==> src/rtl/simple_seq_ctrl_if.sv <==
// Handshake and datapath bundle for simple_seq_ctrl.
// The pause signal exists only when SIMPLE_SEQ_PAUSE_EN is defined.
interface simple_seq_ctrl_if #(
    parameter int W     = 8,
    parameter int CNT_W = 8
);
    logic             start;
    logic [CNT_W-1:0] iters;
    logic             abort;
    logic             clear;
`ifdef SIMPLE_SEQ_PAUSE_EN
    logic             pause;
`endif
    logic             busy;
    logic             done;
    logic [1:0]       phase;
    logic [CNT_W-1:0] remaining;
    logic [W-1:0]     a_q;
    logic [W-1:0]     b_q;
    logic             c_q;

`ifdef SIMPLE_SEQ_PAUSE_EN
    modport master (
        output start, iters, abort, clear, pause,
        input  busy, done, phase, remaining, a_q, b_q, c_q
    );
    modport slave (
        input  start, iters, abort, clear, pause,
        output busy, done, phase, remaining, a_q, b_q, c_q
    );
`else
    modport master (
        output start, iters, abort, clear,
        input  busy, done, phase, remaining, a_q, b_q, c_q
    );
    modport slave (
        input  start, iters, abort, clear,
        output busy, done, phase, remaining, a_q, b_q, c_q
    );
`endif
endinterface

==> src/rtl/simple_seq_ctrl.sv <==
// Bounded INC/INV/RED sequencer owning the A/B/C demo registers.
// Optional feature macro: SIMPLE_SEQ_PAUSE_EN (adds a pause input that stalls a run).
module simple_seq_ctrl #(
    parameter int W     = 8,
    parameter int CNT_W = 8
) (
    input  logic              clk,
    input  logic              rst_n,
    simple_seq_ctrl_if.slave  bus
);
    localparam int H = W / 2;
    localparam logic [CNT_W-1:0] CNT_ONE = CNT_W'(1);

    typedef enum logic [2:0] {
        S_IDLE = 3'd0,
        S_INC  = 3'd1,
        S_INV  = 3'd2,
        S_RED  = 3'd3,
        S_DONE = 3'd4
    } state_t;

    state_t           r_state;
    state_t           w_state_next;
    logic [CNT_W-1:0] r_remaining;
    logic [CNT_W-1:0] w_remaining_next;
    logic [W-1:0]     r_a;
    logic [W-1:0]     w_a_next;
    logic [W-1:0]     r_b;
    logic [W-1:0]     w_b_next;
    logic             r_c;
    logic             w_c_next;
    logic             w_stall;
    logic             w_busy;
    logic             w_done;
    logic [1:0]       w_phase;

`ifdef SIMPLE_SEQ_PAUSE_EN
    assign w_stall = bus.pause;
`else
    assign w_stall = 1'b0;
`endif

    always_ff @(posedge clk or negedge rst_n) begin
        if (!rst_n) begin
            r_state     <= S_IDLE;
            r_remaining <= '0;
            r_a         <= '0;
            r_b         <= '0;
            r_c         <= 1'b0;
        end else begin
            r_state     <= w_state_next;
            r_remaining <= w_remaining_next;
            r_a         <= w_a_next;
            r_b         <= w_b_next;
            r_c         <= w_c_next;
        end
    end

    // Abort is tested before stall and before the phase write, so an aborted
    // phase never commits and a paused run can still be abandoned.
    always_comb begin
        w_state_next     = r_state;
        w_remaining_next = r_remaining;
        w_a_next         = r_a;
        w_b_next         = r_b;
        w_c_next         = r_c;
        case (r_state)
            S_IDLE: begin
                if (bus.start && !bus.abort) begin
                    if (bus.iters == '0) begin
                        w_state_next = S_DONE;
                    end else begin
                        w_remaining_next = bus.iters;
                        w_state_next     = S_INC;
                    end
                end else if (bus.clear) begin
                    w_a_next = '0;
                    w_b_next = '0;
                    w_c_next = 1'b0;
                end
            end
            S_INC: begin
                if (bus.abort) begin
                    w_remaining_next = '0;
                    w_state_next     = S_IDLE;
                end else if (!w_stall) begin
                    w_a_next     = r_a + 1'b1;
                    w_state_next = S_INV;
                end
            end
            S_INV: begin
                if (bus.abort) begin
                    w_remaining_next = '0;
                    w_state_next     = S_IDLE;
                end else if (!w_stall) begin
                    w_b_next[W-1:H] = ~r_a[H-1:0];
                    w_state_next    = S_RED;
                end
            end
            S_RED: begin
                if (bus.abort) begin
                    w_remaining_next = '0;
                    w_state_next     = S_IDLE;
                end else if (!w_stall) begin
                    w_c_next = &r_a[1:0];
                    if (r_remaining > CNT_ONE) begin
                        w_remaining_next = r_remaining - CNT_ONE;
                        w_state_next     = S_INC;
                    end else begin
                        w_remaining_next = '0;
                        w_state_next     = S_DONE;
                    end
                end
            end
            S_DONE: begin
                w_state_next = S_IDLE;
            end
            default: begin
                w_state_next = S_IDLE;
            end
        endcase
    end

    always_comb begin
        w_busy  = 1'b0;
        w_done  = 1'b0;
        w_phase = 2'd0;
        case (r_state)
            S_INC:   begin w_busy = 1'b1; w_phase = 2'd1; end
            S_INV:   begin w_busy = 1'b1; w_phase = 2'd2; end
            S_RED:   begin w_busy = 1'b1; w_phase = 2'd3; end
            S_DONE:  w_done = 1'b1;
            default: ;
        endcase
    end

    assign bus.busy      = w_busy;
    assign bus.done      = w_done;
    assign bus.phase     = w_phase;
    assign bus.remaining = r_remaining;
    assign bus.a_q       = r_a;
    assign bus.b_q       = r_b;
    assign bus.c_q       = r_c;

endmodule
==> src/flat_wrapper.sv <==
// flat-port wrapper written by rule: the top's interface ports become plain ports
module simple_seq_ctrl_flat 
#(
    parameter int W     = 8,
    parameter int CNT_W = 8
)
  (clk, rst_n, bus_start, bus_iters, bus_abort, bus_clear, bus_busy, bus_done, bus_phase, bus_remaining, bus_a_q, bus_b_q, bus_c_q);
  simple_seq_ctrl_if #(.W(W), .CNT_W(CNT_W)) bus_i ();
  input  logic clk;
  input  logic rst_n;
  input wire logic [$bits(bus_i.start)-1:0] bus_start;
  input wire logic [$bits(bus_i.iters)-1:0] bus_iters;
  input wire logic [$bits(bus_i.abort)-1:0] bus_abort;
  input wire logic [$bits(bus_i.clear)-1:0] bus_clear;
  output wire logic [$bits(bus_i.busy)-1:0] bus_busy;
  output wire logic [$bits(bus_i.done)-1:0] bus_done;
  output wire logic [$bits(bus_i.phase)-1:0] bus_phase;
  output wire logic [$bits(bus_i.remaining)-1:0] bus_remaining;
  output wire logic [$bits(bus_i.a_q)-1:0] bus_a_q;
  output wire logic [$bits(bus_i.b_q)-1:0] bus_b_q;
  output wire logic [$bits(bus_i.c_q)-1:0] bus_c_q;
  assign bus_i.start = bus_start;
  assign bus_i.iters = bus_iters;
  assign bus_i.abort = bus_abort;
  assign bus_i.clear = bus_clear;
  assign bus_busy = bus_i.busy;
  assign bus_done = bus_i.done;
  assign bus_phase = bus_i.phase;
  assign bus_remaining = bus_i.remaining;
  assign bus_a_q = bus_i.a_q;
  assign bus_b_q = bus_i.b_q;
  assign bus_c_q = bus_i.c_q;
  simple_seq_ctrl #(.W(W), .CNT_W(CNT_W)) u_core (.clk(clk), .rst_n(rst_n), .bus(bus_i));
endmodule
==> config.mk <==
export PLATFORM = sky130hd
export DESIGN_NAME = simple_seq_ctrl_flat
export DESIGN_NICKNAME = d
export VERILOG_FILES = /design/src/rtl/simple_seq_ctrl_if.sv /design/src/rtl/simple_seq_ctrl.sv /design/src/flat_wrapper.sv
export SDC_FILE = /design/constraint.sdc
export NUM_CORES = 1
export LEC_CHECK = 0
export CORE_ASPECT_RATIO = 1.4
export CORE_MARGIN = 8
export CORE_UTILIZATION = 30
export CTS_CLUSTER_DIAMETER = 100
export CTS_CLUSTER_SIZE = 28
export DETAILED_ROUTE_END_ITERATION = 12
export PLACE_DENSITY_LB_ADDON = 0.12
export RECOVER_POWER = 50
export SKIP_LAST_GASP = 1
export SYNTH_ARGS = -nofsm -noshare
export SYNTH_HDL_FRONTEND = slang
export SYNTH_SLANG_ARGS = --single-unit
==> constraint.sdc <==
create_clock -name clk -period 6.2 [get_ports clk]
set_clock_uncertainty 0.1 [all_clocks]
set_input_delay 0.93 -clock clk [delete_from_list [all_inputs] [get_ports clk]]
set_output_delay 0.93 -clock clk [all_outputs]
set_load 0.03 [all_outputs]
# Word-level counts from Yosys, hierarchy flattened
# Cells that the tools add are included.
# Widths: inputs -> output; s select.
[word_totals]
word_cells = 64
inputBits = 13
register_bits = 24
out_inout_bits = 29
[op_classes]
magnitude_cmp = 1
n_eq_ne = 12
n_mux = 28
addsub = 2
bitwise_logic = 1
n_reduce_logical = 15
[op_table]
columns = ["op", "n"]
rows = [
  ["$mux 8", 10],
  ["$pmux 8 s3", 1],
  ["$pmux 8 s2", 1],
  ["$reduce_and 4->1", 4],
  ["$mux 3", 4],
  ["$ne 2x2->1 const B", 6],
  ["$pmux 3 s4", 1],
  ["$add 8x1->8 const B", 1],
  ["$gt 8x1->1 const B", 1],
  ["$logic_not 8->1", 1],
  ["$pmux 4 s2", 1],
  ["$sub 8x1->8 const B", 1],
  ["$eq 3x2->1 const B", 2],
  ["$pmux 2 s3", 1],
  ["$reduce_bool 2->1", 3],
  ["$mux 1", 5],
  ["$mux 2", 2],
  ["$mux 4", 1],
  ["$ne 2x1->1 const B", 2],
  ["$not 4->4", 1],
  ["$eq 3x1->1 const B", 1],
  ["$eq 3x3->1 const B", 1],
  ["$logic_not 3->1", 1],
  ["$reduce_bool 3->1", 1],
  ["other kinds (6)", 6],
]

# Longest topological paths before layout
# Gate-level depths: netlist of run 1.
[depth]
ltp_word = 4
ltp_mapped = 7

# Least setup slack after synthesis of run 1
# Ideal clock, no wire load.
[synth_path]
path_kind = "in2reg"
startpoint = "input port bus_abort"
endpoint = "register u_core.r_remaining[5] (netlist: u_core.bus.remaining[5])"
cell_stages = 4
setup_slack_ns = 3.894
required_time_ns = 5.979
n_path_buf = 0
arrival_ns = 2.085
path_cell_list = "or3b_2 -> a211o_1 -> a22o_1 -> a22o_1"
[synth_between]
elab_chain_cells = 4
[synth_rtl]
columns = ["item", "line", "rtl"]
rows = [
  ["start, declared", "flat_wrapper.sv:13", "input wire logic [$bits(bus_i.abort)-1:0] bus_abort;"],
  ["$logic_not 1->1", "simple_seq_ctrl.sv:69", "if (bus.start && !bus.abort) begin"],
  ["$logic_and 1x1->1", "simple_seq_ctrl.sv:69", ""],
  ["$ne 2x1->1 (no source line)", "--", ""],
  ["$reduce_and 4->1 (no source line)", "--", ""],
  ["end signal, assigned", "simple_seq_ctrl.sv:52", "r_remaining <= w_remaining_next;"],
  ["end, declared", "simple_seq_ctrl.sv:24", "logic [CNT_W-1:0] r_remaining;"],
]
# Several ways; a longest one is shown, not always the timed one.
# A chain may end at the register's enable or synchronous reset.

# Worst setup path after layout of run 1
[layout_path]
startpoint = "register u_core.r_state[0]"
endpoint = "output port bus_busy"
[layout_between]
elab_chain_cells = 3
[layout_rtl]
columns = ["item", "line", "rtl"]
rows = [
  ["start, declared", "simple_seq_ctrl.sv:22", "state_t r_state;"],
  ["start signal, assigned", "simple_seq_ctrl.sv:51", "r_state <= w_state_next;"],
  ["$eq 3x1->1 / $eq 3x2->1 (equally long branches)", "simple_seq_ctrl.sv:128", "case (r_state)"],
  ["$reduce_or 3->1 (no source line) *", "--", ""],
  ["$mux 1 *", "simple_seq_ctrl.sv:128", ""],
  ["end, declared", "flat_wrapper.sv:15", "output wire logic [$bits(bus_i.busy)-1:0] bus_busy;"],
]
# Mark *: on every way between the ends. The rest lies on a longest branch, timed or not.

==> results of run 1 <==
-- worst max-delay path: stages (launching register included) --
cell and delay (ns):
sky130_fd_sc_hd__dfrtp_1 0.53, sky130_fd_sc_hd__o21bai_1 0.64, sky130_fd_sc_hd__inv_1 0.09, sky130_fd_sc_hd__clkdlybuf4s50_1 0.62
-- path summary, 6_finish.rpt --
check / to / startpoint / slack [ns]
hold / removal: u_core.bus.c_q / u_core.bus.c_q / 0.42
setup reg to reg: u_core.bus.remaining[4] / u_core.bus.remaining[0] / 3.92
setup / recovery: bus_busy / u_core.r_state[0] / 3.02
max in group asynchronous: u_core.r_state[0] / rst_n / 3.79
min in group asynchronous: u_core.bus.b_q[6] / rst_n / 1.40
hold reg to reg: u_core.bus.c_q / u_core.bus.c_q / 0.42
-- layer usage --
metal	vias up	wire, um	GRT usage [%]
met5	-	0	0
met1	691	1724	13.45
met4	0	57	3.788
li1	681	-	-
met2	43	2497	23.97
met3	6	252	2.846
-- Yosys cell counts, drive strengths merged --
master	number
dfrtp	24
nand2	20
nand3	9
o21ai	9
a21oi	8
inv	8
nor2	8
buf	7
o22ai	7
or3	5
a22oi	4
a32oi	4
o31ai	4
or4	4
a22o	3
clkbuf	3
ha	3
nor2b	3
nor3	3
nor4	3
a221oi	2
a2bb2oi	2
a31oi	2
and2	2
mux2i	2
nand2b	2
o2bb2ai	2
or2	2
a2111o	1
a211o	1
a21o	1
a31o	1
and3	1
conb	1
nand4bb	1
o21bai	1
or3b	1
xor2	1
-- cells in the final DEF, fill, tap and decap left out, types with 4 or more instances in the layout --
master,instances
sky130_fd_sc_hd__dlygate4sd3_1,11
sky130_fd_sc_hd__nand3_1,9
sky130_fd_sc_hd__or3_1,4
sky130_fd_sc_hd__nor2_1,8
sky130_fd_sc_hd__nand2_1,20
sky130_fd_sc_hd__a21oi_1,8
sky130_fd_sc_hd__o21ai_0,9
sky130_fd_sc_hd__inv_1,8
sky130_fd_sc_hd__or4_1,4
sky130_fd_sc_hd__dfrtp_1,24
sky130_fd_sc_hd__clkbuf_8,4
sky130_fd_sc_hd__conb_1,4
sky130_fd_sc_hd__o31ai_1,4
sky130_fd_sc_hd__clkdlybuf4s50_1,26
sky130_fd_sc_hd__o22ai_1,7
sky130_fd_sc_hd__a32oi_1,4
sky130_fd_sc_hd__a22oi_1,4
-- sequential cells by signal, summed over array words and instances, names as in the netlist --
register and count:
u_core.bus.c_q 1, u_core.bus.b_q 4, u_core.bus.a_q 8, u_core.r_state 3
u_core.bus.remaining 8
-- final cells by class --
type / count / area (um2)
Inverter: 8 / 30.03
Sequential cell: 24 / 600.6
Tap cell: 64 / 80.08
Timing Repair Buffer: 38 / 374.1
Fill cell: 520 / 2849
Clock buffer: 4 / 55.05
Multi-Input combinational cell: 126 / 778.2
-- stage by stage --
step / cells / power, W / util (%)
after global placement: 260 / 0.0008077 / 39.16
after CTS: 264 / 0.0009164 / 40.32
after floorplan: 168 / 0.0006126 / -
after global routing: 264 / 0.0009682 / 40.24
after detailed placement: 260 / 0.0008056 / 39.16
final: 264 / 0.0009004 / 40.24
-- logic make-up after synthesis --
logic type / count (synthesis) / synth area share (%)
buffers and inverters: 18 / 6.740
flip-flops: 24 / 40.96
AO/OA/AOI/OAI: 52 / 24.49
adder cells (fa/ha/maj): 3 / 2.560
XOR/XNOR: 1 / 0.5974
other: 1 / 0.2557
AND/OR/NAND/NOR: 64 / 23.04
multiplexers: 2 / 1.365
-- power by group through the flow --
stage	combinational (W)	sequential (W)	clock (W)
final	0.000527	0.000267	0.000106
after global placement	0.000539	0.000269	0
after global routing	0.000573	0.000277	0.000118
after detailed placement	0.000535	0.000270	0
after floorplan	0.000284	0.000329	0
after CTS	0.000538	0.000267	0.000112
==> metrics.txt, run 1 <==
# TYPE chip_impl_metric gauge
chip_impl_info{name="outcome",value="finished clean"} 1
chip_impl_metric{name="portBuffers",unit=""} 37
chip_impl_metric{name="detail_route.wirelength",unit="um"} 4532
chip_impl_info{name="unrepaired_setup_endpoints_after_global_routing",value="no"} 1
chip_impl_metric{name="wl_per_cell",unit="um"} 17.17
chip_impl_metric{name="dieWidth",unit="um"} 75.09
chip_impl_metric{name="antenna_left",unit=""} 0
chip_impl_metric{name="share_clk_of_total_power",unit="%"} 11.8
chip_impl_metric{name="finalHoldWorstSlack",unit="ns"} 0.4231
chip_impl_metric{name="p_switching",unit="W"} 0.0004407
chip_impl_metric{name="die_y",unit="um"} 98.73
chip_impl_metric{name="grt.overflow.total",unit=""} 0
chip_impl_info{name="synth_top_cells_by_area",value="sky130_fd_sc_hd__dfrtp_1 (41%), sky130_fd_sc_hd__nand2_1 (5.1%), sky130_fd_sc_hd__nand3_1 (3.1%)"} 1
chip_impl_metric{name="post_cts_hold_buffer_count",unit=""} 0
chip_impl_metric{name="totalNegativeSetupSlack",unit="ns"} 0
chip_impl_metric{name="drcViolationCount",unit=""} 0
chip_impl_metric{name="start_util",unit="%"} 30.76
chip_impl_metric{name="synth-seq-cells",unit=""} 24
chip_impl_info{name="synth_largest_area_cell",value="sky130_fd_sc_hd__dfrtp_1"} 1
chip_impl_metric{name="htreeDepth",unit=""} 1
chip_impl_metric{name="synthCells",unit=""} 165
chip_impl_metric{name="std_cell_rows",unit=""} 30
chip_impl_metric{name="max-cap-violations",unit=""} 0
chip_impl_metric{name="rr_worst_depth",unit=""} 6
chip_impl_info{name="path_class",value="register to output port"} 1
chip_impl_metric{name="yosysWarningCount",unit=""} 0
chip_impl_metric{name="floorplan.die_area",unit="um2"} 7413
chip_impl_metric{name="first_global_vias",unit=""} 1548
chip_impl_metric{name="core-area",unit="um2"} 4767
chip_impl_info{name="tritoncts",value="yes"} 1
chip_impl_metric{name="post_cts_setup_buffer_count",unit=""} 0
chip_impl_metric{name="period_share",unit="%"} 51.23
chip_impl_metric{name="grt_use_total",unit="%"} 12.89
chip_impl_metric{name="yosys.area.top_type_share",unit="%"} 40.96
chip_impl_metric{name="dpl-instance-area",unit="um2"} 1867
chip_impl_metric{name="drtPass1Iterations",unit=""} 4
chip_impl_metric{name="synth.yosys.seq_area_share",unit="%"} 40.96
chip_impl_metric{name="vdd_ir_drop_max",unit="mV"} 0.1939
chip_impl_metric{name="shortest_clock_period_the_worst_path_allows_after_layout",unit="ns"} 3.177
chip_impl_metric{name="sequential_share_of_power",unit="%"} 29.6
chip_impl_metric{name="worst_skew_pair.late_latency",unit="ns"} 0.26
chip_impl_metric{name="grt_start_max_net_pins",unit=""} 25
chip_impl_info{name="cts-root-buf",value="sky130_fd_sc_hd__clkbuf_8"} 1
chip_impl_metric{name="drive_above_1_share",unit="%"} 4.500
chip_impl_metric{name="finalWorstSetupSlack",unit="ns"} 3.023
chip_impl_metric{name="grt_pass1_wl",unit="um"} 7521
chip_impl_metric{name="critical_path_required",unit="ns"} 5.17
chip_impl_metric{name="worst_setup_hold_path_clk_slew",unit="ns"} 0.09
chip_impl_metric{name="number_of_antenna_violations_at_the_first_check_in_global_routing",unit=""} 0
chip_impl_metric{name="placement.setup.worst_slack",unit="ns"} 3.225
chip_impl_metric{name="crit_fanout",unit=""} 13
chip_impl_metric{name="finalSetupViolations",unit=""} 0
chip_impl_info{name="worst_hold_path_type",value="register to register"} 1
chip_impl_metric{name="finalNetCount",unit=""} 217
chip_impl_metric{name="via_density_per_instance",unit=""} 5.383
chip_impl_metric{name="ios",unit=""} 42
chip_impl_metric{name="timing.final.hold_violations",unit=""} 0
chip_impl_metric{name="final_cell_area",unit="um2"} 1918
chip_impl_metric{name="max_freq",unit="GHz"} 0.3148
chip_impl_metric{name="p_leak",unit="nW"} 0.8017
chip_impl_info{name="critPathLaunchType",value="register"} 1
chip_impl_metric{name="crit_arrival",unit="ns"} 2.15
chip_impl_info{name="crit_path_end_kind",value="output port"} 1
chip_impl_metric{name="timing.hold.worst_path_depth",unit=""} 2
chip_impl_metric{name="max_transition_viols_final",unit=""} 0
chip_impl_metric{name="syn2layout_area_growth",unit="%"} 30.80
chip_impl_metric{name="place_congestion",unit=""} 0.9396
chip_impl_metric{name="synth.lib_cells_used.distinct",unit=""} 43
chip_impl_metric{name="syn_area_per_cell",unit="um2"} 8.887
chip_impl_metric{name="dr.first_iter.drc_count",unit=""} 40
chip_impl_metric{name="detailed_placement_hpwl",unit="um"} 3609
chip_impl_metric{name="cts_repair_resize_count",unit=""} 0
chip_impl_metric{name="num_vias",unit=""} 1421
chip_impl_metric{name="cts_buffer_depth",unit=""} 2
chip_impl_metric{name="worst_slew_margin_rel",unit="%"} 7.773
chip_impl_metric{name="clock_sinks",unit=""} 24
chip_impl_metric{name="internal_power",unit="W"} 0.0004597
chip_impl_metric{name="power_frac_comb",unit="%"} 58.6
chip_impl_metric{name="synth.cell_area",unit="um2"} 1466
chip_impl_metric{name="numCtsBuffers",unit=""} 3
chip_impl_metric{name="p_sw_share",unit="%"} 48.94
chip_impl_metric{name="antenna-diode-count",unit=""} 0
chip_impl_metric{name="max_slew.worst_pin.slew",unit="ns"} 1.383
chip_impl_metric{name="power-per-cell-area",unit="nW/um2"} 469.4
Note: power is estimated with default switching activity, not from simulation.
==> inputs of run 2 (changes only) <==
Clock period 6.2 ns to 3.3 ns, I/O delays scaled along.
==> metrics.txt, run 2 (synthesis gave the netlist of run 1 again) <==
# TYPE chip_impl_metric gauge
chip_impl_metric{name="drive_above_1_share",unit="%"} 4.975
chip_impl_metric{name="number_of_antenna_violations_at_the_first_check_in_global_routing",unit=""} 0
chip_impl_metric{name="num_vias",unit=""} 1408
chip_impl_info{name="outcome",value="finished clean"} 1
chip_impl_metric{name="max_freq",unit="GHz"} 0.3829
chip_impl_info{name="tritoncts",value="yes"} 1
chip_impl_metric{name="num-fill-cells",unit=""} 498
chip_impl_metric{name="antenna_left",unit=""} 0
chip_impl_metric{name="via_density_per_instance",unit=""} 5.313
chip_impl_metric{name="post_cts_setup_buffer_count",unit=""} 0
chip_impl_info{name="critPathLaunchType",value="register"} 1
chip_impl_metric{name="std_cell_rows",unit=""} 30
chip_impl_metric{name="critical_path_required",unit="ns"} 2.70
chip_impl_metric{name="grt_start_max_net_pins",unit=""} 25
chip_impl_metric{name="max_slew.worst_pin.slew",unit="ns"} 1.423
chip_impl_metric{name="power-per-cell-area",unit="nW/um2"} 906.3
chip_impl_info{name="layout.cells.most_common",value="sky130_fd_sc_hd__clkdlybuf4s50_1"} 1
chip_impl_metric{name="grt.overflow.total",unit=""} 0
chip_impl_metric{name="floorplan.die_area",unit="um2"} 7413
chip_impl_metric{name="cts_repair_resize_count",unit=""} 0
chip_impl_metric{name="finalWorstSetupSlack",unit="ns"} 0.6880
chip_impl_metric{name="worst_slew_margin_rel",unit="%"} 5.156
chip_impl_metric{name="post_cts_hold_buffer_count",unit=""} 0
chip_impl_metric{name="antenna-diode-count",unit=""} 0
chip_impl_metric{name="dr.first_iter.drc_count",unit=""} 44
chip_impl_metric{name="max_transition_viols_final",unit=""} 0
chip_impl_metric{name="timing.final.hold_violations",unit=""} 0
chip_impl_metric{name="drcViolationCount",unit=""} 0
chip_impl_info{name="worst_hold_path_type",value="register to register"} 1
chip_impl_metric{name="finalHoldWorstSlack",unit="ns"} 0.4402
chip_impl_metric{name="layout.area.seq",unit="um2"} 600.6
chip_impl_metric{name="die_y",unit="um"} 98.73
chip_impl_metric{name="detailed_placement_hpwl",unit="um"} 3592
chip_impl_metric{name="numCtsBuffers",unit=""} 3
chip_impl_metric{name="wl_per_cell",unit="um"} 17.26
chip_impl_info{name="path_class",value="register to output port"} 1
chip_impl_metric{name="vdd_ir_drop_max",unit="mV"} 0.3478
chip_impl_metric{name="ios",unit=""} 42
chip_impl_metric{name="start_util",unit="%"} 30.76
chip_impl_metric{name="totalNegativeSetupSlack",unit="ns"} 0
chip_impl_metric{name="max-cap-violations",unit=""} 0
chip_impl_metric{name="multi_input_comb_area",unit="um2"} 778.2
chip_impl_info{name="crit_path_end_kind",value="output port"} 1
chip_impl_info{name="cts-root-buf",value="sky130_fd_sc_hd__clkbuf_8"} 1
chip_impl_metric{name="crit_fanout",unit=""} 13
chip_impl_metric{name="syn2layout_area_growth",unit="%"} 32.42
chip_impl_metric{name="clock_sinks",unit=""} 24
chip_impl_metric{name="crit_arrival",unit="ns"} 2.02
chip_impl_metric{name="placement.setup.worst_slack",unit="ns"} 0.7895
chip_impl_metric{name="timing.hold.worst_path_depth",unit=""} 2
chip_impl_metric{name="detail_route.wirelength",unit="um"} 4575
chip_impl_metric{name="p_leak",unit="nW"} 0.8115
chip_impl_metric{name="place_congestion",unit=""} 0.9459
chip_impl_metric{name="grt_use_total",unit="%"} 12.77
chip_impl_metric{name="worst_skew_pair.late_latency",unit="ns"} 0.27
chip_impl_metric{name="cts_buffer_depth",unit=""} 2
chip_impl_metric{name="finalSetupViolations",unit=""} 0
chip_impl_metric{name="dieWidth",unit="um"} 75.09
chip_impl_metric{name="period_share",unit="%"} 79.15
chip_impl_metric{name="first_global_vias",unit=""} 1456
chip_impl_metric{name="worst_setup_hold_path_clk_slew",unit="ns"} 0.09
chip_impl_info{name="unrepaired_setup_endpoints_after_global_routing",value="no"} 1
chip_impl_metric{name="rr_worst_depth",unit=""} 6
chip_impl_metric{name="finalNetCount",unit=""} 218
chip_impl_metric{name="shortest_clock_period_the_worst_path_allows_after_layout",unit="ns"} 2.612
chip_impl_metric{name="grt_pass1_wl",unit="um"} 7341
chip_impl_metric{name="drtPass1Iterations",unit=""} 4
chip_impl_metric{name="core-area",unit="um2"} 4767
chip_impl_metric{name="portBuffers",unit=""} 37
chip_impl_info{name="highest_count_cells_in_the_layout_ignoring_fill_and_taps",value="sky130_fd_sc_hd__clkdlybuf4s50_1 (26), sky130_fd_sc_hd__dfrtp_1 (24), sky130_fd_sc_hd__nand2_1 (20), sky130_fd_sc_hd__dlygate4sd3_1 (11)"} 1
chip_impl_metric{name="htreeDepth",unit=""} 1
## run 2: layout make-up
cell class,instances,share of cell area [%]
clock buffer,3,2.126
inverter,8,1.546
multi-input combinational,126,40.08
clock inverter,1,1.546
tap,64,4.124
sequential,24,30.93
timing repair buffer,39,19.65
## run 2: critical path, stage by stage, from the launching register on
cell	delay (ns)
sky130_fd_sc_hd__dfrtp_1	0.53
sky130_fd_sc_hd__nor2_1	0.38
sky130_fd_sc_hd__and2_1	0.18
sky130_fd_sc_hd__clkdlybuf4s50_1	0.66
## run 2: stage by stage
stage                     std cells  cell area (um2)  total power, W  util, %
final                           265             1942        0.001760    40.73
after floorplan                 168             1478        0.001151        -
after global routing            265             1942        0.001892    40.73
after detailed placement        261             1874        0.001524    39.32
after global placement          261             1874        0.001527    39.32
after CTS                       265             1946        0.001791    40.81
## run 2: layer usage
metal	vias to the layer above	share of wire, %	track usage [%]
li1	679	-	-
met1	681	38	13.65
met3	4	5.1	2.033
met2	44	55	23.56
met4	0	1.4	4.545
met5	-	0	0
## run 2: path summary, 6_finish.rpt
check | slack, ns | endpoint | from
max | 0.69 | bus_done | u_core.r_state[0]
min | 0.44 | u_core.bus.b_q[4] | u_core.bus.b_q[4]
max reg2reg | 0.99 | u_core.bus.remaining[4] | u_core.bus.remaining[0]
min reg2reg | 0.44 | u_core.bus.b_q[4] | u_core.bus.b_q[4]
max in group asynchronous | 1.29 | u_core.bus.a_q[6] | rst_n
min in group asynchronous | 0.98 | u_core.bus.b_q[6] | rst_n
## run 2: power breakdown
part	total, W	switching (W)	internal [W]
clock	0.000261	0.0000989	0.000162
combinational	0.000998	0.000618	0.000380
sequential	0.000501	0.000117	0.000384
